## src/rtl/rv_pkg.sv

```systemverilog
// -----------------------------------------------------------------------------
// rv_pkg
// Shared RV32 definitions used by the instruction queue, the format decoder
// and the immediate generator.
//   - OP_*    : 7-bit major opcodes (inst[6:0])
//   - FMT_*   : bit positions inside the one-hot instruction-format vector
//   - FMT_W   : width of that one-hot vector
// -----------------------------------------------------------------------------
package rv_pkg;

   localparam logic [6:0] OP_REG    = 7'b0110011;
   localparam logic [6:0] OP_IMM    = 7'b0010011;
   localparam logic [6:0] OP_LOAD   = 7'b0000011;
   localparam logic [6:0] OP_JALR   = 7'b1100111;
   localparam logic [6:0] OP_SYSTEM = 7'b1110011;
   localparam logic [6:0] OP_FENCE  = 7'b0001111;
   localparam logic [6:0] OP_STORE  = 7'b0100011;
   localparam logic [6:0] OP_BRANCH = 7'b1100011;
   localparam logic [6:0] OP_LUI    = 7'b0110111;
   localparam logic [6:0] OP_AUIPC  = 7'b0010111;
   localparam logic [6:0] OP_JAL    = 7'b1101111;

   localparam int unsigned FMT_R = 0;
   localparam int unsigned FMT_I = 1;
   localparam int unsigned FMT_S = 2;
   localparam int unsigned FMT_B = 3;
   localparam int unsigned FMT_U = 4;
   localparam int unsigned FMT_J = 5;
   localparam int unsigned FMT_W = 6;

endpackage

```

## src/rtl/inst_format_decode.sv

```systemverilog
// -----------------------------------------------------------------------------
// inst_format_decode
// Combinational classifier: maps an instruction word to its one-hot encoding
// format. Unknown opcodes (including compressed encodings, inst[1:0] != 2'b11)
// give an all-zero format and raise o_illegal.
// Ports:
//   i_inst     in   32  instruction word
//   o_format   out  6   one-hot [0]R [1]I [2]S [3]B [4]U [5]J
//   o_illegal  out  1   opcode not recognised
// -----------------------------------------------------------------------------
module inst_format_decode
   import rv_pkg::*;
(
   input  logic [31:0]      i_inst,
   output logic [FMT_W-1:0] o_format,
   output logic             o_illegal
);

   always_comb begin
      o_format  = '0;
      o_illegal = 1'b0;
      case (i_inst[6:0])
         OP_REG:                                         o_format[FMT_R] = 1'b1;
         OP_IMM, OP_LOAD, OP_JALR, OP_SYSTEM, OP_FENCE:  o_format[FMT_I] = 1'b1;
         OP_STORE:                                       o_format[FMT_S] = 1'b1;
         OP_BRANCH:                                      o_format[FMT_B] = 1'b1;
         OP_LUI, OP_AUIPC:                               o_format[FMT_U] = 1'b1;
         OP_JAL:                                         o_format[FMT_J] = 1'b1;
         default:                                        o_illegal       = 1'b1;
      endcase
   end

endmodule

```

## src/rtl/inst_queue.sv

```systemverilog
// -----------------------------------------------------------------------------
// inst_queue
// Small FIFO between fetch and decode. Each word is classified at enqueue and
// the format is stored alongside the word and PC, so the head outputs come
// straight from registers (no combinational path from i_inst).
// Parameters:
//   DEPTH          entries, power of two, >= 2
// Ports:
//   i_clk          in   1   clock
//   i_rst          in   1   synchronous active-high reset
//   i_inst_valid   in   1   fetch presents a word
//   o_inst_ready   out  1   queue can accept
//   i_inst         in   32  fetched word
//   i_pc           in   32  PC of i_inst
//   i_flush        in   1   discard all entries
//   o_valid        out  1   head entry valid
//   i_ready        in   1   decode consumes head
//   o_inst         out  32  head word
//   o_pc           out  32  head PC
//   o_format       out  6   head one-hot format
//   o_illegal      out  1   head opcode unrecognised
// -----------------------------------------------------------------------------
module inst_queue
   import rv_pkg::*;
#(
   parameter int unsigned DEPTH = 2
) (
   input  logic             i_clk,
   input  logic             i_rst,
   input  logic             i_inst_valid,
   output logic             o_inst_ready,
   input  logic [31:0]      i_inst,
   input  logic [31:0]      i_pc,
   input  logic             i_flush,
   output logic             o_valid,
   input  logic             i_ready,
   output logic [31:0]      o_inst,
   output logic [31:0]      o_pc,
   output logic [FMT_W-1:0] o_format,
   output logic             o_illegal
);

   localparam int unsigned AW = $clog2(DEPTH);
   localparam int unsigned CW = AW + 1;

   logic [CW-1:0]    r_count;
   logic [AW-1:0]    r_rd_ptr;
   logic [AW-1:0]    r_wr_ptr;

   logic [31:0]      r_inst    [DEPTH];
   logic [31:0]      r_pc      [DEPTH];
   logic [FMT_W-1:0] r_format  [DEPTH];
   logic             r_illegal [DEPTH];

   logic [FMT_W-1:0] w_format;
   logic             w_illegal;
   logic             w_push;
   logic             w_pop;

   inst_format_decode u_decode (
      .i_inst    (i_inst),
      .o_format  (w_format),
      .o_illegal (w_illegal)
   );

   assign o_inst_ready = ~i_rst & (r_count != CW'(DEPTH));
   assign o_valid      = (r_count != '0);

   assign w_push = i_inst_valid & o_inst_ready & ~i_flush;
   assign w_pop  = o_valid & i_ready & ~i_flush;

   always_ff @(posedge i_clk) begin
      if (i_rst || i_flush) begin
         r_count  <= '0;
         r_rd_ptr <= '0;
         r_wr_ptr <= '0;
      end else begin
         if (w_push) r_wr_ptr <= r_wr_ptr + AW'(1);
         if (w_pop)  r_rd_ptr <= r_rd_ptr + AW'(1);
         case ({w_push, w_pop})
            2'b10:   r_count <= r_count + CW'(1);
            2'b01:   r_count <= r_count - CW'(1);
            default: r_count <= r_count;
         endcase
      end
   end

   // Payload storage needs no reset: it is only observed while o_valid is high.
   // w_push already excludes reset because o_inst_ready is gated by i_rst.
   always_ff @(posedge i_clk) begin
      if (w_push) begin
         r_inst[r_wr_ptr]    <= i_inst;
         r_pc[r_wr_ptr]      <= i_pc;
         r_format[r_wr_ptr]  <= w_format;
         r_illegal[r_wr_ptr] <= w_illegal;
      end
   end

   assign o_inst    = r_inst[r_rd_ptr];
   assign o_pc      = r_pc[r_rd_ptr];
   assign o_format  = r_format[r_rd_ptr];
   assign o_illegal = r_illegal[r_rd_ptr];

endmodule

```

## config.mk

```make
export PLATFORM = sky130hd
export DESIGN_NAME = inst_queue
export DESIGN_NICKNAME = d
export VERILOG_FILES = /design/src/rtl/rv_pkg.sv /design/src/rtl/inst_format_decode.sv /design/src/rtl/inst_queue.sv
export SDC_FILE = /design/constraint.sdc
export NUM_CORES = 1
export LEC_CHECK = 0
export ABC_AREA = 1
export ABC_CLOCK_PERIOD_IN_PS = 5900
export BUFFER_PORTS_ARGS = -buffer_cell sky130_fd_sc_hd__buf_4
export CAP_MARGIN = 30
export CORE_AREA = 2 2 109 111
export DETAILED_ROUTE_END_ITERATION = 16
export DIE_AREA = 0 0 111 113
export GPL_TIMING_DRIVEN = 0
export PLACE_DENSITY = 0.78
export SYNTH_ARGS = -nofsm -noshare
export SYNTH_HDL_FRONTEND = slang
export SYNTH_SLANG_ARGS = --single-unit
```

## constraint.sdc

```tcl
create_clock -name i_clk -period 5.9 [get_ports i_clk]
set_input_delay 0.59 -clock i_clk [delete_from_list [all_inputs] [get_ports i_clk]]
set_output_delay 0.59 -clock i_clk [all_outputs]
set_load 0.05 [all_outputs]
```

==> results of run 1 <==
## synth_stat cells
cell      count  area share, %
o211ai_1      1           0.13
ha_1          1           0.21
nor3b_1       1           0.13
or2_4         1           0.15
buf_6         1           0.19
buf_12        7            2.4
nor2_1       14           0.89
o21ai_0       3           0.26
mux2_4       70             18
nand2_4       1           0.19
dfxtp_1       5            1.7
nand3_1       5           0.43
nand2_1      15           0.96
inv_1        12           0.77
nor2_4        1           0.19
nor3_1        3           0.26
a21oi_1       5           0.43
mux2_2        1           0.19
edfxtp_1    142             73
o21ai_1       1          0.085
## routing by layer
layer | up-vias | track usage (%) | part of all wire [%]
li1 | 1433 | - | -
met1 | 1431 | 19.7 | 41
met2 | 103 | 29.0 | 52
met3 | 6 | 5.30 | 5.9
met4 | 0 | 5.25 | 0.95
met5 | - | 0 | 0
## registers in the layout, summed over array words and instances, names as in the netlist, named ones only
name       cells
r_pc          64
r_rd_ptr       1
r_count        2
r_format      12
r_inst        64
r_wr_ptr       1
r_illegal      2
## per-stage QoR
| stage | util, % | std cells |
|---|---|---|
| after global placement | 63.1 | 574 |
| final | 69.0 | 610 |
| after CTS | 69.0 | 610 |
| after floorplan | - | 290 |
| after detailed placement | 63.9 | 578 |
| after global routing | 69.0 | 610 |
## kinds of logic after synthesis
| family | Yosys count |
|---|---|
| AO/OA/AOI/OAI | 10 |
| multiplexers | 71 |
| buffers and inverters | 20 |
| flip-flops | 147 |
| AND/OR/NAND/NOR | 41 |
| adder cells (fa/ha/maj) | 1 |
## power by group through the flow
stage          Clock, mW  Combinational [mW]  Sequential, mW
6_report            1.01               0.170            1.17
5_1_grt             1.08               0.179            1.17
4_1_cts             1.04               0.171            1.17
3_5_place_dp           0               0.171            1.19
3_3_place_gp           0               0.163            1.19
2_1_floorplan          0              0.0947            1.19
## worst max-delay path: cells and delay by family (launching register included)
family   cells  cell delay (ps)
buf+inv      3              580
flops        1              320
mux          1              310
## how the worst max path moves through the flow
stage / start / slack (ps) / cells after the start / to
2_1_floorplan: i_flush / 1550 / 3 / r_format[0][0]$_DFFE_PP_
3_3_place_gp: i_flush / -270 / 4 / r_pc[0][19]$_DFFE_PP_
3_5_place_dp: i_flush / 3540 / 5 / r_inst[0][15]$_DFFE_PP_
4_1_cts: register / 3660 / 4 / o_pc[3]
5_1_grt: register / 3630 / 4 / o_pc[3]
6_report: register / 3690 / 4 / o_pc[3]
## final cells by class
| cell class | count | share of cell area [%] |
|---|---|---|
| Sequential cell | 147 | 56.1 |
| Clock inverter | 12 | 1.72 |
| Buffer | 8 | 1.95 |
| Clock buffer | 20 | 5.61 |
| Tap cell | 143 | 2.30 |
| Inverter | 12 | 0.579 |
| Timing Repair Buffer | 145 | 14.6 |
| Multi-Input combinational cell | 123 | 17.1 |
==> key figures, run 1 <==
Status
  – Status: finished clean

Clock tree
  – Post_cts resized: 0
  – H-Tree Depth: 4
  – Clk sinks: 147
  – Clock Latency Late Sink: 400 ps
  – CTS root buffer: clkbuf_16
  – Hold_buf cts: 0
  – Number of buffers created by CTS: 17
  – CTS Buffer Depth: 2
  – Post-CTS Setup Bufs: 0
  – Clock Pin Slew Worst Setup and Hold Paths: 60 ps
  – CTS tree: yes

Cells and area
  – Fillers: 729
  – Antenna fix cells: 0
  – NumNets Final: 524
  – Register Area: 4360 um2
  – Layout cells sized above 1: 55.0%
  – Multi-input logic area: 1330 um2
  – Area grow syn2layout: 32.4%
  – Final Cell Area: 7780 um2
  – Most common cell after layout, fill and taps aside: edfxtp_1
  – Most frequent cells in the layout: edfxtp_1 (142), buf_4 (141), mux2_4 (70), clkbuf_16 (17), nand2_1 (15)

Min path
  – Worst hold stages: 1
  – Hold Startpoint: i_pc[9]
  – Hold Path Class: primary input to register
  – Hold Path Sink: r_pc[1][9]$_DFFE_PP_

Synth
  – Syn avg cell area: 20.3 um2
  – Register area share after synthesis: 74.3%
  – Simple-Gate Fraction of Synth Area: 3.19%
  – Netlist Area Pre-Place: 5880 um2
  – Synth Area in Compound Gates: 0.894%
  – Multiplexer share of the synthesized area: 18.1%
  – Post-synth net total: 360
  – Synth Warn #: 0
  – Largest family of logic cells by synthesized area: multiplexers
  – Synthesized flop and latch total: 147
  – Synth Area in XOR/XNOR: 0%
  – Syn Inst Count: 290
  – Synth cell types: 20
  – Area share of fa/ha/maj cells after synthesis: 0.213%

Placement
  – Placer Congestion: 0.716
  – Placed cell areas: 7210 um2
  – Setup WS pre-CTS: 3540 ps
  – PortBufs: 141
  – DPL Wire Length: 7.03 mm

Global route
  – Global-route wire length before repair: 15.8 mm
  – Gr ovfl total: 0
  – Initial antenna violation count: 0
  – Vias in the first global route: 3,140
  – Largest net degree at the start of global routing: 30
  – GRT Total Usage: 16.6%

Pwr
  – Psw: 491 uW
  – Switch share: 20.9%
  – Internal: 1.86 mW
  – LEAKAGE: 3.00 nW
  – Seq pwr share: 49.7%
  – Comb pwr share: 7.2%
  – Clk pwr share: 43.1%
  – Final total power: 2.35 mW
  – PwrDens: 302 nW/um2
  – Peak supply drop: 181 uV

STA
  – Tcrit/Tclk final: 37.4%
  – Max Clk Rate: 453 MHz
  – Final setup fails: 0
  – Clk_skew: 6.82 ps
  – Slew @ Worst Pin: 649 ps
  – Slew headroom: 56.7%
  – Worst Slack Setup Final: 3690 ps
  – Fin crit period: 2210 ps
  – Hold Vio Cnt, Final: 0
  – Worst hold slack: 371 ps
  – Total Neg Setup Slack: 0 ps
  – RSZ-0062 raised after global routing: false
  – Slew Viols, Final: 0

Floorplanning
  – Ports: 142
  – Cell Rows: 39
  – Die width: 111 um
  – Die height: 113 um
  – Total die area: 12,500 um2
  – Starting Density: 52.1%
  – Core box area: 11,300 um2

Setup path
  – Max incr delay on CP: 320 ps
  – Reg-to-reg setup timing slack: 3930 ps
  – Critical path, cell by cell: buf_6 -> buf_12 -> mux2_4 -> buf_4
  – CP max FO: 10
  – WP data required: 5310 ps
  – R2r startpoint: r_count[0]$_SDFFE_PP0P_
  – Setup crit start kind: register
  – Worst Path Arrival: 1620 ps
  – End of the worst register-to-register path: r_inst[0][12]$_DFFE_PP_
  – Worst setup path class: register to primary output
  – R2R cell count: 5
  – Critical Path End Type: primary output
  – CP max-delay cell: dfxtp_1

Routing
  – WL final: 10.2 mm
  – Router iterations before antenna repair: 6
  – 1st-iter DRT viols: 145
  – DR DRC count: 0
  – Routed Antenna Nets: 0
  – WL/cell: 16.8 um
  – Via count: 2,973
  – Via density per instance: 4.87

Run
  – Max_cap viols: 0
(Power assumes the default switching activity.)
==> run 2, diff against run 1 <==
--- a/config.mk
+++ b/config.mk
@@ -6,7 +6,7 @@
 export NUM_CORES = 1
 export LEC_CHECK = 0
 export ABC_AREA = 1
-export ABC_CLOCK_PERIOD_IN_PS = 5900
+export ABC_CLOCK_PERIOD_IN_PS = 2200
 export BUFFER_PORTS_ARGS = -buffer_cell sky130_fd_sc_hd__buf_4
 export CAP_MARGIN = 30
 export CORE_AREA = 2 2 109 111
==> constraint.sdc (replaced) <==
create_clock -name i_clk -period 2.2 [get_ports i_clk]
set_input_delay 0.22 -clock i_clk [delete_from_list [all_inputs] [get_ports i_clk]]
set_output_delay 0.22 -clock i_clk [all_outputs]
set_load 0.05 [all_outputs]
==> key figures, run 2 (synthesized netlist as in run 1, its figures left out) <==
Min path
  – Hold Path Class: primary input to register
  – Worst hold stages: 1 (unchanged)

Cells and area
  – Area grow syn2layout: 42.7%
  – Top flop regs: r_inst x64, r_pc x64, r_format x12
  – Cell Count, Final, Fillers Out: 669 (+9.7%)
  – NumNets Final: 583 (+11%)
  – Multi-input logic area: 1340 um2 (+0.94%)
  – Antenna fix cells: 0 (unchanged)
  – Most frequent cells in the layout: edfxtp_1 (142), buf_4 (141), mux2_4 (70), dlygate4sd3_1 (59), clkbuf_16 (17)
  – Register Area: 4370 um2 (about the same)
  – Layout cells sized above 1: 49.4% (-5.6 points)
  – Most common cell after layout, fill and taps aside: edfxtp_1
  – Final Util: 74.4% (+5.4 points)
  – Fillers: 663 (-9.1%)

Clock tree
  – Number of buffers created by CTS: 17 (unchanged)
  – CTS tree: yes
  – Clock Pin Slew Worst Setup and Hold Paths: 60 ps (about the same)
  – CTS root buffer: clkbuf_16
  – H-Tree Depth: 4 (unchanged)
  – Clk sinks: 147 (unchanged)
  – CTS Buffer Depth: 2 (unchanged)
  – Clock Latency Late Sink: 410 ps (about the same)

Global route
  – Met1 Usage GRT: 20.5% (+0.76 points)
  – Met2 track demand over resource: 32.7% (+3.7 points)
  – Vias in the first global route: 3,551 (+13%)
  – Largest net degree at the start of global routing: 28 (-6.7%)
  – Initial antenna violation count: 0 (unchanged)
  – GR peak layer: met2
  – GR Util met3: 5.09% (-0.21 points)
  – GRT Total Usage: 18.1% (+1.5 points)
  – Global-route wire length before repair: 17.4 mm (+10%)
  – Gr ovfl total: 0 (unchanged)

Floorplanning
  – Total die area: 12,500 um2 (unchanged)
  – Die width: 111 um (unchanged)
  – Die height: 113 um (unchanged)
  – Core box area: 11,300 um2 (unchanged)
  – Cell Rows: 39 (unchanged)
  – Ports: 142 (unchanged)
  – Starting Density: 52.1% (unchanged)

STA
  – Fin crit period: 2070 ps
  – Slew Viols, Final: 0 (unchanged)
  – Slew headroom: 53.6% (-3.0 points)
  – Clk_skew: 7.99 ps (+1.17 ps)
  – Tcrit/Tclk final: 93.9%
  – RSZ-0062 raised after global routing: false
  – Worst Slack Setup Final: 135 ps (-3560 ps)
  – Hold Vio Cnt, Final: 0 (unchanged)
  – Final setup fails: 0 (unchanged)
  – Slew @ Worst Pin: 694 ps (+45.4 ps)
  – Max Clk Rate: 484 MHz

Setup path
  – CP max FO: 27 (+17)
  – R2R cell count: 6 (+1)
  – WP data required: 2310 ps (-3000 ps)
  – Worst Path Arrival: 2170 ps (+550 ps)
  – Reg-to-reg setup timing slack: 130 ps (-3800 ps)
  – Setup crit start kind: register
  – Critical Path End Type: register
  – Worst setup path class: register to register

Placement
  – Placer Congestion: 0.751 (+4.9%)
  – PortBufs: 141 (unchanged)
  – Setup WS pre-CTS: -103 ps (-3650 ps)
  – DPL Wire Length: 7.12 mm (+1.4%)
  – Placed Instances: 578 (unchanged)

Routing
  – Routed Antenna Nets: 0 (unchanged)
  – DR DRC count: 0 (unchanged)
  – Via count: 3,279 (+10%)
  – WL/cell: 16.5 um (-2.0%)
  – Via density per instance: 4.90 (+0.57%)
  – WL final: 11.0 mm (+7.5%)
  – Router iterations before antenna repair: 4 (-2)
  – 1st-iter DRT viols: 185 (+28%)

Run
  – Max_cap viols: 0 (unchanged)

Pwr
  – Peak supply drop: 477 uV (+160%)
  – PwrDens: 758 nW/um2 (+150%)
  – LEAKAGE: 3.24 nW (+8.1%)

Status
  – Status: finished clean
## run 2: changes by cell type in the layout (fill, tap and decap cells not counted), sizes merged
| cell | delta |
|---|---|
| dlygate4sd3 | +59 |
| clkinv | -3 |
| clkinvlp | +2 |
| bufinv | -1 |
| clkbuf | +1 |
| inv | +1 |
## run 2: final timing paths
path                            from                      end
min                        i_inst[2]   r_inst[1][2]$_DFFE_PP_
min reg2reg    r_rd_ptr$_SDFFE_PP0P_                 register
max          r_count[0]$_SDFFE_PP0P_  r_inst[0][17]$_DFFE_PP_
max reg2reg  r_count[0]$_SDFFE_PP0P_  r_inst[0][17]$_DFFE_PP_
## run 2: worst max-delay path: stages (launching register included)
cell,delay [ps]
dfxtp_2,350
inv_1,80
nand2_1,120
nand3_4,130
nor2_4,580
buf_12,270
buf_16,210
## run 2: metrics by stage
stage / hold WS [ps] / power [mW] / TNS (ps) / cell area, um2
5_1_grt: 2.60 / 6.57 / 0 / 8380
2_1_floorplan: 319 / 3.44 / -103210 / 5880
4_1_cts: 5.59 / 6.40 / 0 / 8360
6_report: 22.2 / 6.35 / 0 / 8380
3_5_place_dp: 408 / 3.64 / -4280 / 7210
3_3_place_gp: 406 / 3.62 / -252030 / 7120
## run 2: final cells by class
class,count,share of cell area [%]
Buffer,8,1.81
Clock inverter,11,1.27
Tap cell,143,2.13
Inverter,12,0.537
Timing Repair Buffer,204,20.8
Sequential cell,147,52.1
Multi-Input combinational cell,123,16.0
Clock buffer,21,5.37
## run 2: where the power goes
| part | switching (mW) | internal (mW) | total (mW) |
|---|---|---|---|
| Sequential | 0.0115 | 3.12 | 3.13 |
| Clock | 1.09 | 1.59 | 2.68 |
| Combinational | 0.281 | 0.266 | 0.547 |
## run 2: timing repair
action	in CTS	in global routing
setup endpoints to repair	54	54
endpoints found under the hold margin	118	0
pin swaps	1	0
hold buffers	59	0
buffers inserted	0	0
gates cloned	0	0
resized for setup	1	4
## run 2: per-layer routing
| layer | vias up | part of all wire, % |
|---|---|---|
| li1 | 1548 | - |
| met1 | 1612 | 40 |
| met2 | 103 | 53 |
| met3 | 16 | 5.5 |
| met4 | 0 | 1.4 |
| met5 | - | 0 |
